--- config.mk ---
export PLATFORM = sky130hd
export DESIGN_NAME = pipe_stage_reg
export DESIGN_NICKNAME = d
export VERILOG_FILES = /design/src/rtl/pipe_stage_reg_pkg.sv /design/src/rtl/pipe_sat_counter.sv /design/src/rtl/pipe_stage_reg.sv
export SDC_FILE = /design/constraint.sdc
export NUM_CORES = 1
export LEC_CHECK = 0
export BUFFER_PORTS_ARGS = -buffer_cell sky130_fd_sc_hd__buf_2
export CAP_MARGIN = 10
export CORE_AREA = 2 2 56 58
export DETAILED_ROUTE_END_ITERATION = 12
export DIE_AREA = 0 0 58 60
export MAX_ROUTING_LAYER = met4
export PLACE_DENSITY = 0.83
export RECOVER_POWER = 50
export SYNTH_ARGS = -nofsm -noshare
export SYNTH_HDL_FRONTEND = slang
export SYNTH_SLANG_ARGS = --single-unit
--- constraint.sdc ---
create_clock -name clk -period 1.91 [get_ports clk]
set_input_delay 0.0955 -clock clk [delete_from_list [all_inputs] [get_ports clk]]
set_output_delay 0.0955 -clock clk [all_outputs]
set_load 0.03 [all_outputs]
--- src/rtl/pipe_stage_reg_pkg.sv ---
// Shared constants and helpers for the multi-stage pipeline register.
// Holds the MIPS NOP encoding, default perf counter width and occupancy width.
package pipe_stage_reg_pkg;

  localparam logic [31:0] MIPS_NOP = 32'h0000_0000;

  localparam int unsigned PERF_CNT_W = 16;

  function automatic int unsigned occ_w(input int unsigned depth);
    return $clog2(depth + 1);
  endfunction

endpackage

--- src/rtl/pipe_sat_counter.sv ---
// Saturating up-counter with synchronous active-low clear.
// Holds at all-ones instead of wrapping.
module pipe_sat_counter #(
  parameter int unsigned WIDTH = 16
) (
  input  logic             clk,
  input  logic             rst,
  input  logic             inc,
  output logic [WIDTH-1:0] q
);

  logic [WIDTH-1:0] cnt_q;
  logic [WIDTH-1:0] cnt_d;

  always_comb begin
    cnt_d = cnt_q;
    if (inc && (cnt_q != '1)) begin
      cnt_d = cnt_q + WIDTH'(1);
    end
  end

  always_ff @(posedge clk) begin
    if (!rst) begin
      cnt_q <= '0;
    end else begin
      cnt_q <= cnt_d;
    end
  end

  assign q = cnt_q;

endmodule

--- src/rtl/pipe_stage_reg.sv ---
// DEPTH-stage pipeline register with valid tracking, stall, flush and occupancy.
// Define PIPE_PERF_CNT_EN to add saturating stall/flush cycle counters.
module pipe_stage_reg
  import pipe_stage_reg_pkg::*;
#(
  parameter int unsigned       WIDTH     = 32,
  parameter int unsigned       DEPTH     = 1,
  parameter logic [WIDTH-1:0]  NOP_VALUE = WIDTH'(MIPS_NOP),
  parameter int unsigned       CNT_W     = PERF_CNT_W
) (
  input  logic                      clk,
  input  logic                      rst,
  input  logic                      stall,
  input  logic                      flush,
  input  logic                      valid_in,
  input  logic [WIDTH-1:0]          d,
  output logic                      valid_out,
  output logic [WIDTH-1:0]          q,
  output logic [occ_w(DEPTH)-1:0]   occ
`ifdef PIPE_PERF_CNT_EN
  ,
  output logic [CNT_W-1:0]          stall_cnt,
  output logic [CNT_W-1:0]          flush_cnt
`endif
);

  localparam int unsigned OCC_W = occ_w(DEPTH);

  if (DEPTH < 1) begin : g_bad_depth
    $error("pipe_stage_reg: DEPTH must be >= 1");
  end
  if (CNT_W < 1) begin : g_bad_cnt_w
    $error("pipe_stage_reg: CNT_W must be >= 1");
  end

  logic [WIDTH-1:0] data_w [DEPTH];
  logic [DEPTH-1:0] vld_w;

  // Stage 0 sits nearest the input; an invalid stage always carries NOP_VALUE.
  for (genvar k = 0; k < DEPTH; k++) begin : g_stage
    logic [WIDTH-1:0] data_q;
    logic [WIDTH-1:0] data_d;
    logic             vld_q;
    logic             vld_d;

    if (k == 0) begin : g_head
      always_comb begin
        vld_d  = valid_in;
        data_d = valid_in ? d : NOP_VALUE;
      end
    end else begin : g_body
      always_comb begin
        vld_d  = vld_w[k-1];
        data_d = data_w[k-1];
      end
    end

    always_ff @(posedge clk) begin
      if (!rst) begin
        data_q <= NOP_VALUE;
        vld_q  <= 1'b0;
      end else if (flush) begin
        data_q <= NOP_VALUE;
        vld_q  <= 1'b0;
      end else if (!stall) begin
        data_q <= data_d;
        vld_q  <= vld_d;
      end
    end

    assign data_w[k] = data_q;
    assign vld_w[k]  = vld_q;
  end

  assign valid_out = vld_w[DEPTH-1];
  assign q         = data_w[DEPTH-1];
  assign occ       = OCC_W'($countones(vld_w));

`ifdef PIPE_PERF_CNT_EN
  logic stall_inc;
  logic flush_inc;

  assign stall_inc = stall & ~flush;
  assign flush_inc = flush;

  pipe_sat_counter #(
    .WIDTH (CNT_W)
  ) u_stall_cnt (
    .clk (clk),
    .rst (rst),
    .inc (stall_inc),
    .q   (stall_cnt)
  );

  pipe_sat_counter #(
    .WIDTH (CNT_W)
  ) u_flush_cnt (
    .clk (clk),
    .rst (rst),
    .inc (flush_inc),
    .q   (flush_cnt)
  );
`endif

endmodule
[Word-level counts from Yosys, hierarchy flattened]
Index checks and enable logic that the tools add are counted.
Operators by class
  bitwise operators: 1
  reduce and logical (&&, ||, !) cells: 1
  muxes and demuxes: 1
Operators with widths (count)
  32-bit 2-to-1 mux: 1
  2-bit OR reduction: 1
  1-bit inverter: 1
Storage, ports and cells
  register bits after elaboration: 33
  word-level logic and storage cells: 5
  output and inout bits: 34
  input port bits: 37

[Depth between registers and ports, before layout]
  depth after elaboration: 2
  gate-level depth with buffers: 4
  depth with buffers taken out: 2

[Worst setup path before layout]
Ideal clock, no wire load.
  path kind: flip-flop to output port
  start: reg g_stage[0].vld_q (netlist: occ)
  end: out valid_out
  cell stages (with the launch flop): 2
  data required time: 1.814 ns
  path buffers: 1
  data arrival time: 0.718 ns
  path slack: 1.096 ns
  cells stage by stage: dfxtp_1 -> buf_4
RTL lines
  from (decl): line pipe_stage_reg.sv:43  | logic vld_q;
  from (signal assigned): line pipe_stage_reg.sv:67  | vld_q <= vld_d;
  to (decl): line pipe_stage_reg.sv:17  | output logic valid_out,
No word-level cell between the ends.

[Worst setup path in the final report]
  start: in valid_in
  end: reg g_stage[0].data_q[0] (netlist: q[0])
On the way
  cells in the longest elaborated chain, start to end: 1
RTL lines
  from (decl): line pipe_stage_reg.sv:15  | input logic valid_in,
  32-bit 2-to-1 mux: line pipe_stage_reg.sv:49  | data_d = valid_in ? d : NOP_VALUE;
  to (signal assigned): line pipe_stage_reg.sv:66  | data_q <= data_d;
  to (decl): line pipe_stage_reg.sv:41  | logic [WIDTH-1:0] data_q;
No other way between the ends.
A chain may end at the register's enable or synchronous reset.

==> qor.yml <==
outcome:
  outcome: "completed"
detailed_routing:
  drt-pass1-iter-count: 3
  num_vias: 1228
  initialDrtViolationCount: 26
  wl_per_cell_um: 11.9
  antenna_left: 0
  postRouteWirelength_um: 2910
  vias_per_cell: 5.01
  route.detailed.drc: 0
setup_path:
  critPathLaunchType: "input pin"
  path_delay_family: "buffers and inverters"
  cp.arrival_ns: 1.47
  cp.required_ns: 2.18
  crit_type: "in2reg"
  crit_chain: "clkbuf_1 > nand3b_1 > a21oi_2"
  endpoint_kind: "flop"
  slowest_stage: "clkbuf_1"
  cp.buffers_inverters: 1
  crit_path_max_incr_delay_ns: 0.97
  path_max_fanout: 33
floorplanning:
  pin_count: 71
  die_h_um: 60
  start_util: 0.454
  core.rowCount: 20
  die-area_mm2: 0.00348
  coreArea_mm2: 0.00290
  fp.dieW_um: 58
sta:
  final_max_slew_viol_count: 0
  holdWs_ns: 0.0254
  max_freq_ghz: 0.834
  fin_worst_skew_ns: 0
  setup_viol: 0
  tns_ns: 0
  rsz0062_at_grt: "false"
  setup_ws_ns: 0.712
  slew_headroom: 0.0930
  post-route-period-util: 0.627
  worst_pin_slew_ns: 1.36
  fin_crit_ns: 1.20
  finalHoldViolCount: 0
clocking:
  root_buffer: "clkbuf_4"
  clock_latency_ns: 0.32
  cts.hold.buffers_added: 0
  cts_buffer_depth: 2
  clk_pin_slew_ns: 0.10
  cts_resized: 0
  cts.sinks: 33
  cts_buffers: 5
  tritoncts: "built"
  post_cts_buffers: 0
  htreeDepth: 2
power_and_ir_drop:
  peakVddDrop_mv: 0.521
  total_power_mw: 1.23
  p_leak_nw: 0.726
  p_per_area_mw_per_mm2: 742
global_route:
  grt_pass1_vias: 1068
  grtUsageTotal: 0.179
  overflow: 0
  grt_pass1_wl_um: 4550
  antenna_found_initial: 0
  grt_start_max_net_pins: 39
yosys:
  synth_edf_count: 0
  ys.flop_type: "dfxtp_1"
  yosysMostFrequentCell: "dfxtp_1"
  yosysWarnings: 0
  netlist_instances: 148
  syn_avg_cell_area_um2: 8.90
  synth_area_leaders: "dfxtp_1, nand3b_1, a21oi_1"
  yosysTopAreaCellShare: 0.501
  synth_nets: 185
  ys_types: 11
  ys_seq_elements: 33
  synth_area_mm2: 0.00132
  ys_seq_area_frac: 0.501
  yosys.area.top_type: "dfxtp_1"
  ys_async_sr_fraction: 0
  synth_common_cells: "dfxtp_1, nand2_1, nand3b_1"
flow_run:
  drv_cap: 0
placed_design:
  place_hpwl_um: 1970
  place.gp.congestion: 0.719
  place_ws_ns: 0.673
  io_buffers: 70
  dp_cells: 237
layout:
  finalNonFillerCells: 245
  areaGrowthSynthToFinish_pct: 26.3
  drive_above_1_share: 0.373
  final_net_count: 248
  antennaDiodeCount: 0
  fillerInstances: 276
hold_path:
  hold_class: "in2reg"
layout by cell type (no fill, tap or decap):
cell type / instances
buf_2: 68
dfxtp_1: 33
nand2_1: 32
nand3b_1: 32
a21oi_1: 31
clkbuf_4: 5
clkinv_2: 2
clkbuf_1: 2
buf_4: 2
nand2b_1: 1
a21oi_2: 1
mux2i_1: 1
nor2_1: 1
clkinvlp_4: 1
metal layers:
metal / global-route usage / up-vias / routed length, µm
li1: - / 622 / -
met1: 0.202 / 556 / 1310
met2: 0.299 / 42 / 1360
met3: 0.0541 / 8 / 196
met4: 0.0698 / 0 / 44
met5: - / - / 0
path summary, 6_finish.rpt:
| check | startpoint | end | slack (ns) | depth (start not counted) |
|---|---|---|---|---|
| max | valid_in | q[0] | 0.71 | 3 |
| min | d[22] | q[22] | 0.03 | 3 |
| max reg2reg | occ | occ | 1.26 | 2 |
| min reg2reg | q[6] | q[6] | 0.46 | 2 |
where the power goes:
part           switching [mW]  leakage, nW  internal, mW
registers             0.00710        0.267         0.702
clock network           0.231       0.0310         0.139
logic                  0.0928        0.428        0.0630
registers in the layout (all words and copies together), names as in the netlist:
register and flops:
q 32, occ 1
final cells by class:
class                           count  area (µm²)  area share
Clock buffer                        5        37.5      0.0226
Clock inverter                      3        17.5      0.0105
Multi-Input combinational cell     99         544       0.327
Sequential cell                    33         661       0.397
Tap cell                           33        41.3      0.0248
Timing Repair Buffer               72         363       0.218
per-stage QoR:
stage	area (µm²)	util
5_1_grt	1660	0.573
3_5_place_dp	1620	0.556
3_3_place_gp	1620	0.556
4_1_cts	1670	0.575
6_report	1660	0.573
2_1_floorplan	1320	-
kinds of logic (layout without fill, tap and decap cells):
group / after synthesis / in the layout / share of synthesized area
compound gates: 32 / 32 / 0.127
buf+inv: 16 / 80 / 0.0826
flops: 33 / 33 / 0.501
mux: 1 / 1 / 0.00760
simple gates: 66 / 66 / 0.281
worst register-to-register path: cells and delay by family, from the launching register on:
family | cells | cell delay [ns]
muxes | 1 | 0.09
and+or+nand+nor | 1 | 0.13
DFF | 1 | 0.38
No activity file was read; power rests on OpenSTA's default activity.
